File: src/rtl/cart_mem_responder.sv
// ============================================================================
// cart_mem_responder: bridges cartridge ROM/BSRAM strobes onto a shared
// 16-bit req/ack memory port with tag caching and a 1-deep write buffer.
// Revision: 1.0
// ============================================================================
`default_nettype none

module cart_mem_responder #(
    parameter logic [24:0] BSRAM_BASE = 25'h1F00000,
    parameter logic [24:0] ROM_BASE   = 25'h0000000
) (
    input  logic        mclk,
    input  logic        rst_n,
    input  logic [23:0] rom_addr,
    input  logic        rom_ce_n,
    input  logic        rom_oe_n,
    input  logic        rom_word,
    output logic [15:0] rom_q,
    input  logic [19:0] bsram_addr,
    input  logic [7:0]  bsram_d,
    output logic [7:0]  bsram_q,
    input  logic        bsram_ce_n,
    input  logic        bsram_oe_n,
    input  logic        bsram_we_n,
    output logic        mem_req,
    output logic        mem_we,
    output logic [24:0] mem_addr,
    output logic [1:0]  mem_be,
    output logic [15:0] mem_wdata,
    input  logic [15:0] mem_rdata,
    input  logic        mem_ack,
    output logic        busy,
    output logic        wr_overflow
);

    typedef enum logic [1:0] {
        S_IDLE   = 2'd0,
        S_ROM_RD = 2'd1,
        S_RAM_RD = 2'd2,
        S_RAM_WR = 2'd3
    } state_t;

    state_t      state_q;
    logic [22:0] rom_tag_q;
    logic        rom_tag_v_q;
    logic [22:0] rom_pend_q;
    logic [15:0] rom_data_q;
    logic [19:0] ram_tag_q;
    logic        ram_tag_v_q;
    logic [19:0] ram_pend_q;
    logic        ram_stale_q;
    logic        wbuf_full_q;
    logic        wbuf_redirty_q;
    logic [19:0] wbuf_addr_q;
    logic [7:0]  wbuf_d_q;
    logic        we_n_q;

    logic rom_need;
    logic ram_need;
    logic capture;
    logic wr_done;
    logic [7:0] rom_byte;

    assign rom_need = ~rom_ce_n & ~rom_oe_n &
                      (~rom_tag_v_q | (rom_addr[23:1] != rom_tag_q));
    assign ram_need = ~bsram_ce_n & ~bsram_oe_n & bsram_we_n &
                      (~ram_tag_v_q | (bsram_addr != ram_tag_q));
    assign capture  = we_n_q & ~bsram_we_n & ~bsram_ce_n;
    assign wr_done  = (state_q == S_RAM_WR) & mem_ack;

    assign rom_byte = rom_addr[0] ? rom_data_q[15:8] : rom_data_q[7:0];
    assign rom_q    = rom_word ? rom_data_q : {rom_byte, rom_byte};
    assign busy     = (state_q != S_IDLE) | wbuf_full_q | rom_need | ram_need;

    always_ff @(posedge mclk or negedge rst_n) begin
        if (!rst_n) begin
            state_q        <= S_IDLE;
            rom_tag_q      <= '0;
            rom_tag_v_q    <= 1'b0;
            rom_pend_q     <= '0;
            rom_data_q     <= '0;
            ram_tag_q      <= '0;
            ram_tag_v_q    <= 1'b0;
            ram_pend_q     <= '0;
            ram_stale_q    <= 1'b0;
            wbuf_full_q    <= 1'b0;
            wbuf_redirty_q <= 1'b0;
            wbuf_addr_q    <= '0;
            wbuf_d_q       <= '0;
            we_n_q         <= 1'b1;
            bsram_q        <= '0;
            mem_req        <= 1'b0;
            mem_we         <= 1'b0;
            mem_addr       <= '0;
            mem_be         <= '0;
            mem_wdata      <= '0;
            wr_overflow    <= 1'b0;
        end else begin
            wr_overflow <= 1'b0;
            we_n_q      <= bsram_we_n;

            case (state_q)
                S_IDLE: begin
                    if (wbuf_full_q) begin
                        state_q        <= S_RAM_WR;
                        mem_req        <= 1'b1;
                        mem_we         <= 1'b1;
                        mem_addr       <= BSRAM_BASE + {5'd0, wbuf_addr_q};
                        mem_be         <= wbuf_addr_q[0] ? 2'b10 : 2'b01;
                        mem_wdata      <= {wbuf_d_q, wbuf_d_q};
                        wbuf_redirty_q <= 1'b0;
                    end else if (rom_need) begin
                        state_q    <= S_ROM_RD;
                        mem_req    <= 1'b1;
                        mem_we     <= 1'b0;
                        mem_addr   <= ROM_BASE + {1'b0, rom_addr[23:1], 1'b0};
                        mem_be     <= 2'b11;
                        mem_wdata  <= '0;
                        rom_pend_q <= rom_addr[23:1];
                    end else if (ram_need) begin
                        state_q     <= S_RAM_RD;
                        mem_req     <= 1'b1;
                        mem_we      <= 1'b0;
                        mem_addr    <= BSRAM_BASE + {5'd0, bsram_addr};
                        mem_be      <= 2'b11;
                        mem_wdata   <= '0;
                        ram_pend_q  <= bsram_addr;
                        ram_stale_q <= 1'b0;
                    end
                end
                S_ROM_RD: begin
                    if (mem_ack) begin
                        state_q     <= S_IDLE;
                        mem_req     <= 1'b0;
                        rom_data_q  <= mem_rdata;
                        rom_tag_q   <= rom_pend_q;
                        rom_tag_v_q <= 1'b1;
                    end
                end
                S_RAM_RD: begin
                    if (mem_ack) begin
                        state_q <= S_IDLE;
                        mem_req <= 1'b0;
                        if (!ram_stale_q) begin
                            bsram_q     <= ram_pend_q[0] ? mem_rdata[15:8] : mem_rdata[7:0];
                            ram_tag_q   <= ram_pend_q;
                            ram_tag_v_q <= 1'b1;
                        end
                    end
                end
                S_RAM_WR: begin
                    if (mem_ack) begin
                        state_q        <= S_IDLE;
                        mem_req        <= 1'b0;
                        mem_we         <= 1'b0;
                        wbuf_full_q    <= wbuf_redirty_q;
                        wbuf_redirty_q <= 1'b0;
                    end
                end
                default: state_q <= S_IDLE;
            endcase

            // Placed after the FSM so a same-cycle capture overrides any read
            // completion or buffer release for the data and tag it touches.
            if (capture) begin
                wbuf_full_q <= 1'b1;
                wbuf_addr_q <= bsram_addr;
                wbuf_d_q    <= bsram_d;
                bsram_q     <= bsram_d;
                ram_tag_q   <= bsram_addr;
                ram_tag_v_q <= 1'b1;
                if (wbuf_full_q && !(wr_done && !wbuf_redirty_q))
                    wr_overflow <= 1'b1;
                if ((state_q == S_RAM_WR) && !mem_ack)
                    wbuf_redirty_q <= 1'b1;
                if ((state_q == S_RAM_RD) && (bsram_addr == ram_pend_q))
                    ram_stale_q <= 1'b1;
            end
        end
    end

endmodule

`default_nettype wire

File: config.mk
export PLATFORM = sky130hd
export DESIGN_NAME = cart_mem_responder
export DESIGN_NICKNAME = d
export VERILOG_FILES = /design/src/rtl/cart_mem_responder.sv
export SDC_FILE = /design/constraint.sdc
export NUM_CORES = 1
export LEC_CHECK = 0
export BUFFER_PORTS_ARGS = -buffer_cell sky130_fd_sc_hd__buf_4
export CORE_AREA = 2 2 136 111
export CTS_BUF_LIST = sky130_fd_sc_hd__clkbuf_8
export CTS_CLUSTER_SIZE = 24
export DETAILED_ROUTE_END_ITERATION = 10
export DIE_AREA = 0 0 138 113
export PLACE_DENSITY = 0.87
export SLEW_MARGIN = 40
export SYNTH_ARGS = -nofsm -noshare
export SYNTH_HDL_FRONTEND = slang
export SYNTH_SLANG_ARGS = --single-unit
File: constraint.sdc
create_clock -name mclk -period 4.6 [get_ports mclk]
set_input_delay 0.46 -clock mclk [delete_from_list [all_inputs] [get_ports mclk]]
set_output_delay 0.46 -clock mclk [all_outputs]
set_load 0.01 [all_outputs]
==> results by group, run 1 <==
Yosys
  – Yosys top cell area share: 52.11%
  – Area leader, netlist: dfrtp_1
  – Avg Inst Size Synth: 11.21 sq um
  – Synth cell types: 49
  – Syn nets: 865
  – Synth top area cells: dfrtp_1, mux2_2, mux2i_1, xnor2_1, o21ai_0
  – Most common flop cell mapped by yosys: dfrtp_1
  – Warnings, synthesis: 0
  – Number of synthesized flops with an enable pin: 0
  – Yosys reg bits: 184
  – FFs w/ async S/R, synth: 100.0%
  – Mapped Cells: 784
  – Mapped Area: 8787 sq um
  – Count leader, synth: dfrtp_1
  – Commonest cells post-synth: dfrtp_1, mux2_2, nand2_1
  – Sequential area share after synthesis: 52.41%

Routing
  – DRC: 0
  – Vias per cell: 5.848
  – Total Wirelength: 20380 um
  – DR WL/cell: 18.63 um
  – DR pass1 iterations: 7
  – Via count: 6398
  – Drt first-iter violations: 645
  – Routed Antenna Nets: 0

CTS
  – Sink Count: 184
  – CTS buffer count: 17
  – Post CTS Setup Buffer Count: 0
  – Later-pin clock latency in the skew report: 0.48 ns
  – CTS tree: done
  – H-tree levels: 4
  – Max clock buf depth: 2
  – Root cell of the clock tree: clkbuf_8
  – Reg clk slew, reported paths: 0.09 ns

Worst setup path
  – Critical-path maximum fanout: 5
  – Critical path data required time: 4.14 ns
  – Reg2Reg Depth: 6
  – WP depth: 6
  – Flop2flop setup slack: 1.82 ns
  – Crit path capture type: primary output
  – Max stage delay on crit path: 0.53 ns
  – Startpoint types: register
  – Critical Path, Cell by Cell: xor2_1 -> nor4_1 -> nand4_1 -> a21o_1 -> or2_2 -> buf_4
  – CP top delay family: simple AND/OR/NAND/NOR gates
  – Crit path capture: busy
  – Critical Path Source: rom_tag_q[20]$_DFFE_PN0P_
  – Kind of critical path: reg -> out
  – Worst Path Buf+Inv: 1
  – R2r startpoint: rom_tag_q[20]$_DFFE_PN0P_
  – CP arrival: 2.76 ns
  – Worst path slowest cell: nor4_1
  – Worst R2R End: ram_pend_q[0]$_DFFE_PN0P_

Finish
  – Layout net count: 978
  – Final design utilization: 72.99%
  – Diodes inserted: 0
  – Synth-to-Final Area Change: 17.54%
  – Layout cells sized above 1: 32.53%

Floorplanning
  – Initial Util: 62.10%
  – DIE AREA: 15590 sq um
  – Die Width: 138 um
  – Core box area: 14150 sq um
  – IO Count: 148
  – FP Rows: 39
  – Die height: 113 um

Run
  – Maxcap violations: 0

Global routing
  – Initial antenna violation count: 0
  – Tot GR Track Use: 27.15%
  – Vias in the first global route: 6151
  – Global-route wire length before repair: 32940 um
  – Largest net degree at the start of global routing: 106
  – GRT Residual Overflow: 0

Pwr
  – Clk network pwr share: 17.1%
  – P_sw: 2.244 mW
  – Switching share of power: 34.78%
  – Maximum VDD drop: 344.5 uV
  – Leak: 4.888 nW
  – Sequential power share: 43.4%
  – Final Total Pwr: 6.453 mW
  – Combinational group share of total power: 39.6%
  – P per Cell Area: 624.8 nW/um^2
  – Power Internal: 4.209 mW

Timing
  – Setup TNS: 0 ns
  – Final Cycle Share: 69.98%
  – Setup violators final: 0
  – Final Hold Viols: 0
  – Max frequency: 310.6 MHz
  – Slew @ Worst Pin: 0.7893 ns
  – Final min period: 3.219 ns
  – Relative slew slack: 47.18%
  – Max-slew violations: 0
  – Worst Skew: 0.01032 ns
  – RSZ-0062 raised after global routing: false

Run status
  – Outcome: complete, no violations

Placed design
  – Gpl congestion: 0.8345
  – HPWL after DPL: 14360 um
  – # port buffers: 147

Min path
  – Hold Crit Class: in -> reg
-- routing by layer --
metal  share of wire [%]  global-route usage [%]
met5                   0                       0
met4                 2.0                   8.503
met2                  46                   40.59
met1                  45                   39.66
met3                 6.9                   6.813
-- power groups by stage --
stage                     combinational [mW]  clock, mW  sequential, mW
final                                   2.55       1.10            2.80
after global routing                    2.77       1.19            2.89
after CTS                               2.55       1.12            2.79
after detailed placement                2.53          0            2.82
after global placement                  2.45          0            2.78
after floorplan                         1.68          0            2.76
-- stage by stage --
step                      worst slack (ns)  area (sq um)  instances  hold slack [ns]
after floorplan                      2.296          8787        784           0.1644
after global placement               1.794          9873       1060           0.4462
after detailed placement             1.735          9884       1060           0.4568
after CTS                            1.399         10290       1092          0.04946
after global routing                 1.261         10330       1094          0.08073
final                                1.381         10330       1094           0.1079
-- placed cells by master (no fill, tap or decap), drive strengths merged, types with 6 or more instances in the layout --
| cell type | count |
|---|---|
| mux2i | 47 |
| inv | 59 |
| nand2 | 65 |
| nor3 | 23 |
| mux2 | 98 |
| a21oi | 31 |
| nor4 | 9 |
| o21ai | 60 |
| nand4 | 14 |
| dfrtp | 183 |
| xor2 | 26 |
| o221ai | 19 |
| clkbuf | 22 |
| xnor2 | 37 |
| a2bb2oi | 6 |
| buf | 157 |
| nor2 | 15 |
-- flip-flops by register name (all words and copies together), names as in the netlist, 2 cells and up --
register,flops
mem_be,2
wbuf_addr_q,20
ram_pend_q,20
bsram_q,8
mem_wdata,8
ram_tag_q,20
state_q,2
rom_tag_q,23
mem_addr,25
rom_pend_q,23
rom_data_q,16
wbuf_d_q,8
-- what timing repair did --
action                    4_1_cts  5_1_grt
gates resized for setup         0        0
hold buffers                    0        1
hold endpoints to repair        0       51
-- cell type report --
class | instances | area, sq um
Sequential cell | 184 | 4606
Tap cell | 184 | 230.2
Clock inverter | 10 | 101.3
Clock buffer | 22 | 302.8
Fill cell | 956 | 3822
Timing Repair Buffer | 158 | 1216
Multi-Input combinational cell | 480 | 3662
Inverter | 56 | 210.2
-- cells by family (layout without fill, tap and decap cells) --
family | Yosys count | in the layout | share of synthesized area [%]
XOR/XNOR | 63 | 63 | 6.279
AO/OA/AOI/OAI | 126 | 126 | 8.857
buffers and inverters | 120 | 246 | 6.151
flip-flops | 184 | 184 | 52.41
adder cells (fa/ha/maj) | 4 | 4 | 0.5696
multiplexers | 145 | 145 | 18.08
AND/OR/NAND/NOR | 142 | 142 | 7.646
-- how the worst min path moves through the flow --
stage	slack, ns	to	depth (start not counted)	startpoint
global route	0.08	we_n_q$_DFF_PN1_	1	bsram_we_n
CTS	0.05	rom_data_q[14]$_DFFE_PN0P_	1	rst_n
detailed placement	0.46	ram_tag_v_q$_DFFE_PN0P_	1	ram_tag_v_q$_DFFE_PN0P_
floorplan	0.16	bsram_q[0]$_DFFE_PN0P_	0	rst_n
global placement	0.45	ram_tag_v_q$_DFFE_PN0P_	1	ram_tag_v_q$_DFFE_PN0P_
finish	0.11	we_n_q$_DFF_PN1_	1	bsram_we_n
Note: power is estimated with default switching activity, not from simulation.
==> inputs of run 2 (changes only) <==
--- a/config.mk
+++ b/config.mk
@@ -6,12 +6,12 @@
 export NUM_CORES = 1
 export LEC_CHECK = 0
 export BUFFER_PORTS_ARGS = -buffer_cell sky130_fd_sc_hd__buf_4
-export CORE_AREA = 2 2 136 111
+export CORE_AREA = 2 2 141 116
 export CTS_BUF_LIST = sky130_fd_sc_hd__clkbuf_8
 export CTS_CLUSTER_SIZE = 24
 export DETAILED_ROUTE_END_ITERATION = 10
-export DIE_AREA = 0 0 138 113
-export PLACE_DENSITY = 0.87
+export DIE_AREA = 0 0 143 118
+export PLACE_DENSITY = 0.81
 export SLEW_MARGIN = 40
 export SYNTH_ARGS = -nofsm -noshare
 export SYNTH_HDL_FRONTEND = slang
==> constraint.sdc (replaced) <==
create_clock -name mclk -period 3.16 [get_ports mclk]
set_input_delay 0.316 -clock mclk [delete_from_list [all_inputs] [get_ports mclk]]
set_output_delay 0.316 -clock mclk [all_outputs]
set_load 0.01 [all_outputs]
==> results by group, run 2 (synthesis gave the netlist of run 1 again) <==
Floorplanning
  – Die Width: 143 um
  – DIE AREA: 16870 sq um
  – IO Count: 148
  – Core box area: 15440 sq um
  – Initial Util: 56.91%
  – Die height: 118 um
  – FP Rows: 41

Finish
  – Largest registers: mem_addr (25), rom_pend_q (23), rom_tag_q (23)
  – Layout cells sized above 1: 33.00%
  – Max reg flops: 25
  – Diodes inserted: 0
  – Post-Layout Inst Area: 10450 sq um
  – Most frequent cells in the layout: dfrtp_1, buf_4, mux2_2
  – Biggest register: mem_addr
  – Layout net count: 980
  – Commonest non-fill, non-tap cell in the layout: dfrtp_1
  – Synth-to-Final Area Change: 18.89%

Timing
  – RSZ-0062 raised after global routing: false
  – Setup TNS: 0 ns
  – Slew @ Worst Pin: 0.7189 ns
  – Final Hold Viols: 0
  – Final Cycle Share: 96.07%
  – Final min period: 3.036 ns
  – Setup violators final: 0
  – Max frequency: 329.4 MHz
  – Relative slew slack: 51.98%
  – Worst Skew: 0.01604 ns
  – Max-slew violations: 0

Worst setup path
  – Reg2Reg Depth: 6
  – Flop2flop setup slack: 0.55 ns
  – Kind of critical path: reg -> out
  – Worst path slowest cell: dfrtp_1
  – Critical Path, Cell by Cell: xnor2_2 -> nand4_1 -> nor4_1 -> nand4_1 -> a21o_1 -> or2_2 -> buf_4
  – Crit path capture type: primary output
  – Critical path data required time: 2.84 ns
  – Worst R2R End: rom_pend_q[18]$_DFFE_PN0P_
  – Most common cell on crit path: nand4_1
  – CP arrival: 2.72 ns
  – Critical-path maximum fanout: 5
  – Startpoint types: register
  – R2r startpoint: state_q[0]$_DFFE_PN0P_
  – Max stage delay on crit path: 0.42 ns

CTS
  – Root cell of the clock tree: clkbuf_8
  – Post CTS Setup Buffer Count: 0
  – Reg clk slew, reported paths: 0.10 ns
  – CTS buffer count: 17
  – Max clock buf depth: 2
  – H-tree levels: 4
  – Later-pin clock latency in the skew report: 0.47 ns
  – Sink Count: 184
  – CTS tree: done

Pwr
  – P per Cell Area: 914.7 nW/um^2
  – Sequential power share: 42.4%
  – Leak: 4.911 nW
  – Maximum VDD drop: 465.7 uV
  – P_sw: 3.324 mW
  – Combinational group share of total power: 39.2%
  – Switching share of power: 34.79%
  – Power Internal: 6.232 mW
  – Clk network pwr share: 18.3%

Routing
  – Via count: 6282
  – DR pass1 iterations: 5
  – Routed Antenna Nets: 0
  – Total Wirelength: 20590 um
  – Vias per cell: 5.574
  – DR WL/cell: 18.27 um
  – Drt first-iter violations: 488
  – DRC: 0

Global routing
  – GRT Residual Overflow: 0
  – Vias in the first global route: 6385
  – Tot GR Track Use: 25.29%
  – Largest net degree at the start of global routing: 94
  – Global-route wire length before repair: 33330 um
  – Initial antenna violation count: 0

Placed design
  – # port buffers: 147
  – DP Area: 9963 sq um
  – HPWL after DPL: 14630 um
  – Gpl congestion: 0.8174

Run
  – Maxcap violations: 0

Min path
  – Hold Crit Class: in -> reg
  – Hold Path Cell Cnt: 3
  – Min-delay src: bsram_d[0]
  – Worst-case hold path end point: wbuf_d_q[0]$_DFFE_PN0P_

Run status
  – Outcome: complete, no violations
## run 2: area by class of cell
class | count | area, sq um
fillers | 1163 | 4994
flip-flops and latches | 184 | 4606
multi-input cells | 480 | 3681
repair buffers | 160 | 1239
well taps | 215 | 269.0
clock buffers | 18 | 247.7
inverters | 56 | 210.2
clock inverters | 14 | 195.2
## run 2: worst max-delay path by stage
stage	start	to	slack, ns	cells past startpoint
5_1_grt	rom_tag_q[5]$_DFFE_PN0P_	busy	0.008	7
4_1_cts	rom_tag_q[2]$_DFFE_PN0P_	busy	0.06	7
3_5_place_dp	rom_addr[19]	busy	0.56	7
6_report	rom_tag_q[2]$_DFFE_PN0P_	busy	0.12	7
3_3_place_gp	rom_addr[19]	mem_addr[0]$_DFFE_PN0P_	0.60	6
2_1_floorplan	rom_tag_q[15]$_DFFE_PN0P_	rom_pend_q[19]$_DFFE_PN0P_	1.05	8
## run 2: worst max-delay path: cells and delay by family, from the launching register on
kind | cells | cell delay, ns
AOI/OAI and AO/OA | 1 | 0.30
xor gates and xnor gates | 1 | 0.32
buffers and inverters | 1 | 0.14
DFF | 1 | 0.42
and+or+nand+nor | 4 | 1.07
## run 2: timing repair
| action | CTS | global route |
|---|---|---|
| resized for setup | 0 | 3 |
| hold endpoints to repair | 91 | 0 |
| setup endpoints to repair | 0 | 1 |
| hold buffers | 2 | 0 |
## run 2: power groups by stage
| stage | clock (mW) | combinational (mW) | sequential [mW] |
|---|---|---|---|
| floorplan | 0 | 2.44 | 4.01 |
| global placement | 0 | 3.63 | 4.03 |
| detailed placement | 0 | 3.73 | 4.08 |
| CTS | 1.78 | 3.75 | 4.04 |
| global route | 1.87 | 4.09 | 4.18 |
| finish | 1.75 | 3.75 | 4.05 |
## run 2: metrics by stage
stage | hold WS (ns) | total power, mW | utilization (%) | worst slack [ns] | std cells
5_1_grt | 0.04186 | 10.15 | 67.66 | 0.007514 | 1127
6_report | 0.05474 | 9.556 | 67.66 | 0.1243 | 1127
3_5_place_dp | 0.3859 | 7.804 | 64.52 | 0.5605 | 1093
2_1_floorplan | 0.02041 | 6.454 | - | 1.046 | 784
3_3_place_gp | 0.4537 | 7.658 | 64.45 | 0.5974 | 1093
4_1_cts | 0.03859 | 9.570 | 67.52 | 0.06087 | 1127
## run 2: metal layers
metal	wire length, um	vias to the layer above	track usage [%]
met5	0	-	0
met4	213	0	6.064
met3	1159	23	5.777
met2	9741	211	38.61
met1	9476	3131	36.86
li1	-	2917	-
==> inputs of run 3 (changes only) <==
--- a/config.mk
+++ b/config.mk
@@ -6,12 +6,12 @@
 export NUM_CORES = 1
 export LEC_CHECK = 0
 export BUFFER_PORTS_ARGS = -buffer_cell sky130_fd_sc_hd__buf_4
-export CORE_AREA = 2 2 141 116
+export CORE_AREA = 2 2 189 154
 export CTS_BUF_LIST = sky130_fd_sc_hd__clkbuf_8
 export CTS_CLUSTER_SIZE = 24
 export DETAILED_ROUTE_END_ITERATION = 10
-export DIE_AREA = 0 0 143 118
-export PLACE_DENSITY = 0.81
+export DIE_AREA = 0 0 191 156
+export MAX_ROUTING_LAYER = met4
 export SLEW_MARGIN = 40
 export SYNTH_ARGS = -nofsm -noshare
 export SYNTH_HDL_FRONTEND = slang
==> results by group, run 3 (synthesis gave the netlist of run 1 again) <==
Run status
  – Outcome: complete, no violations

Finish
  – FILL cells: 2741
  – Synth-to-Final Area Change: 21.10%
  – Register area: 4606 sq um
  – Layout cells sized above 1: 33.37%
  – Commonest non-fill, non-tap cell in the layout: dfrtp_1
  – Area occupied by multi-input gates: 3652 sq um
  – Layout net count: 988
  – Biggest register: mem_addr
  – Post-route insts no fill: 1291
  – Max reg flops: 25
  – Largest registers: mem_addr (25), rom_pend_q (23), rom_tag_q (23)
  – Most frequent cells in the layout: dfrtp_1, buf_4, mux2_2

Worst setup path
  – Flop2flop setup slack: 0.64 ns
  – Worst R2R End: rom_pend_q[22]$_DFFE_PN0P_
  – Max stage delay on crit path: 0.40 ns
  – CP arrival: 2.64 ns
  – Critical Path, Cell by Cell: xnor2_1 -> nand4_1 -> nor4_1 -> nand4_1 -> buf_4 -> a21o_1 -> or2_2 -> buf_4
  – Worst path slowest cell: dfrtp_1
  – CP top delay family: simple AND/OR/NAND/NOR gates
  – Crit path capture type: primary output
  – R2r startpoint: rom_tag_q[2]$_DFFE_PN0P_
  – Critical-path maximum fanout: 4
  – Crit path capture: busy
  – WP depth: 8
  – Reg2Reg Depth: 7
  – Worst Path Buf+Inv: 2
  – Kind of critical path: reg -> out
  – Startpoint types: register
  – Critical Path Source: rom_tag_q[2]$_DFFE_PN0P_
  – Critical path data required time: 2.84 ns

Global routing
  – Vias in the first global route: 6237
  – Largest net degree at the start of global routing: 87
  – GRT Residual Overflow: 0
  – Tot GR Track Use: 16.07%
  – Initial antenna violation count: 1
  – Global-route wire length before repair: 35690 um

Floorplanning
  – Initial Util: 31.53%
  – Die Width: 191 um
  – IO Count: 148
  – DIE AREA: 29800 sq um
  – Core box area: 27870 sq um
  – Die height: 156 um
  – FP Rows: 55

Timing
  – Setup violators final: 0
  – Slew @ Worst Pin: 0.7640 ns
  – RSZ-0062 raised after global routing: false
  – Setup TNS: 0 ns
  – Final Cycle Share: 93.57%
  – Worst Skew: 0.02208 ns
  – Max frequency: 338.2 MHz
  – Final WS setup: 0.2031 ns
  – Max-slew violations: 0
  – Relative slew slack: 48.91%
  – Final min period: 2.957 ns
  – Fin Hold WS: 0.05891 ns
  – Final Hold Viols: 0

Placed design
  – DP Worst Slack: 0.5398 ns
  – Gpl congestion: 0.7697
  – Placed cells: 1254
  – # port buffers: 147
  – HPWL after DPL: 16640 um

Pwr
  – Leak: 4.919 nW
  – P per Cell Area: 884.7 nW/um^2
  – Maximum VDD drop: 363.2 uV

CTS
  – H-tree levels: 4
  – CTS tree: done
  – Max clock buf depth: 2
  – Sink Count: 184
  – Reg clk slew, reported paths: 0.12 ns
  – CTS buffer count: 17
  – Post-cts sizing count: 0
  – Root cell of the clock tree: clkbuf_8
  – Later-pin clock latency in the skew report: 0.47 ns

Run
  – Maxcap violations: 0

Routing
  – DR WL/cell: 17.64 um
  – DR pass1 iterations: 5
  – Routed Antenna Nets: 0
  – Total Wirelength: 22770 um
  – DRC: 0
  – Via count: 6199
  – Drt first-iter violations: 302
  – Vias per cell: 4.802

Min path
  – Hold Crit Class: in -> reg
==> run 3: per-layer routing <==
layer | track usage (%) | wire, um
met1 | 23.36 | 11540
met2 | 22.91 | 9923
met3 | 3.351 | 1080
met4 | 3.359 | 227
met5 | - | 0
==> run 3: worst min-delay path by stage <==
| stage | from | end | cells after the start |
|---|---|---|---|
| after floorplan | rst_n | bsram_q[0]$_DFFE_PN0P_ | 0 |
| after global placement | rst_n | mem_addr[6]$_DFFE_PN0P_ | 1 |
| after detailed placement | rst_n | mem_addr[6]$_DFFE_PN0P_ | 1 |
| after CTS | bsram_d[5] | wbuf_d_q[5]$_DFFE_PN0P_ | 3 |
| after global routing | bsram_d[2] | wbuf_d_q[2]$_DFFE_PN0P_ | 3 |
| final | bsram_d[5] | wbuf_d_q[5]$_DFFE_PN0P_ | 3 |
==> run 3: timing repair <==
action	CTS	global route
hold endpoints to repair	84	0
hold buffers	2	0
endpoints found under the setup margin	0	1
setup buffers	0	2
==> run 3: worst reg2reg max path, delay by kind of cell, from the launching register on <==
kind | cells | cell delay, ns
buf+inv | 1 | 0.27
compound gates | 1 | 0.23
simple gates | 3 | 0.77
mux | 1 | 0.35
xor+xnor | 1 | 0.39
flops | 1 | 0.40
==> run 3: cell type report <==
type                            instances  area share (%)
Antenna cell                            1         0.02352
Clock buffer                           17           2.199
Clock inverter                         15           1.423
Inverter                               56           1.975
Multi-Input combinational cell        480           34.32
Sequential cell                       184           43.28
Tap cell                              370           4.350
Timing Repair Buffer                  168           12.43
==> run 3: report_power, final <==
| part | total (mW) | internal [mW] | switching, mW |
|---|---|---|---|
| clock | 1.58 | 0.592 | 0.986 |
| sequential | 4.04 | 3.35 | 0.689 |
| combinational | 3.80 | 2.02 | 1.78 |
| total | 9.41 | 5.96 | 3.45 |
==> run 3: through the flow <==
stage,power [mW],area (sq um),util [%]
final,9.414,10640,38.18
after global routing,10.07,10640,38.18
after CTS,9.525,10620,38.12
after detailed placement,7.914,10220,36.66
after global placement,7.814,10220,36.66
after floorplan,6.454,8787,-
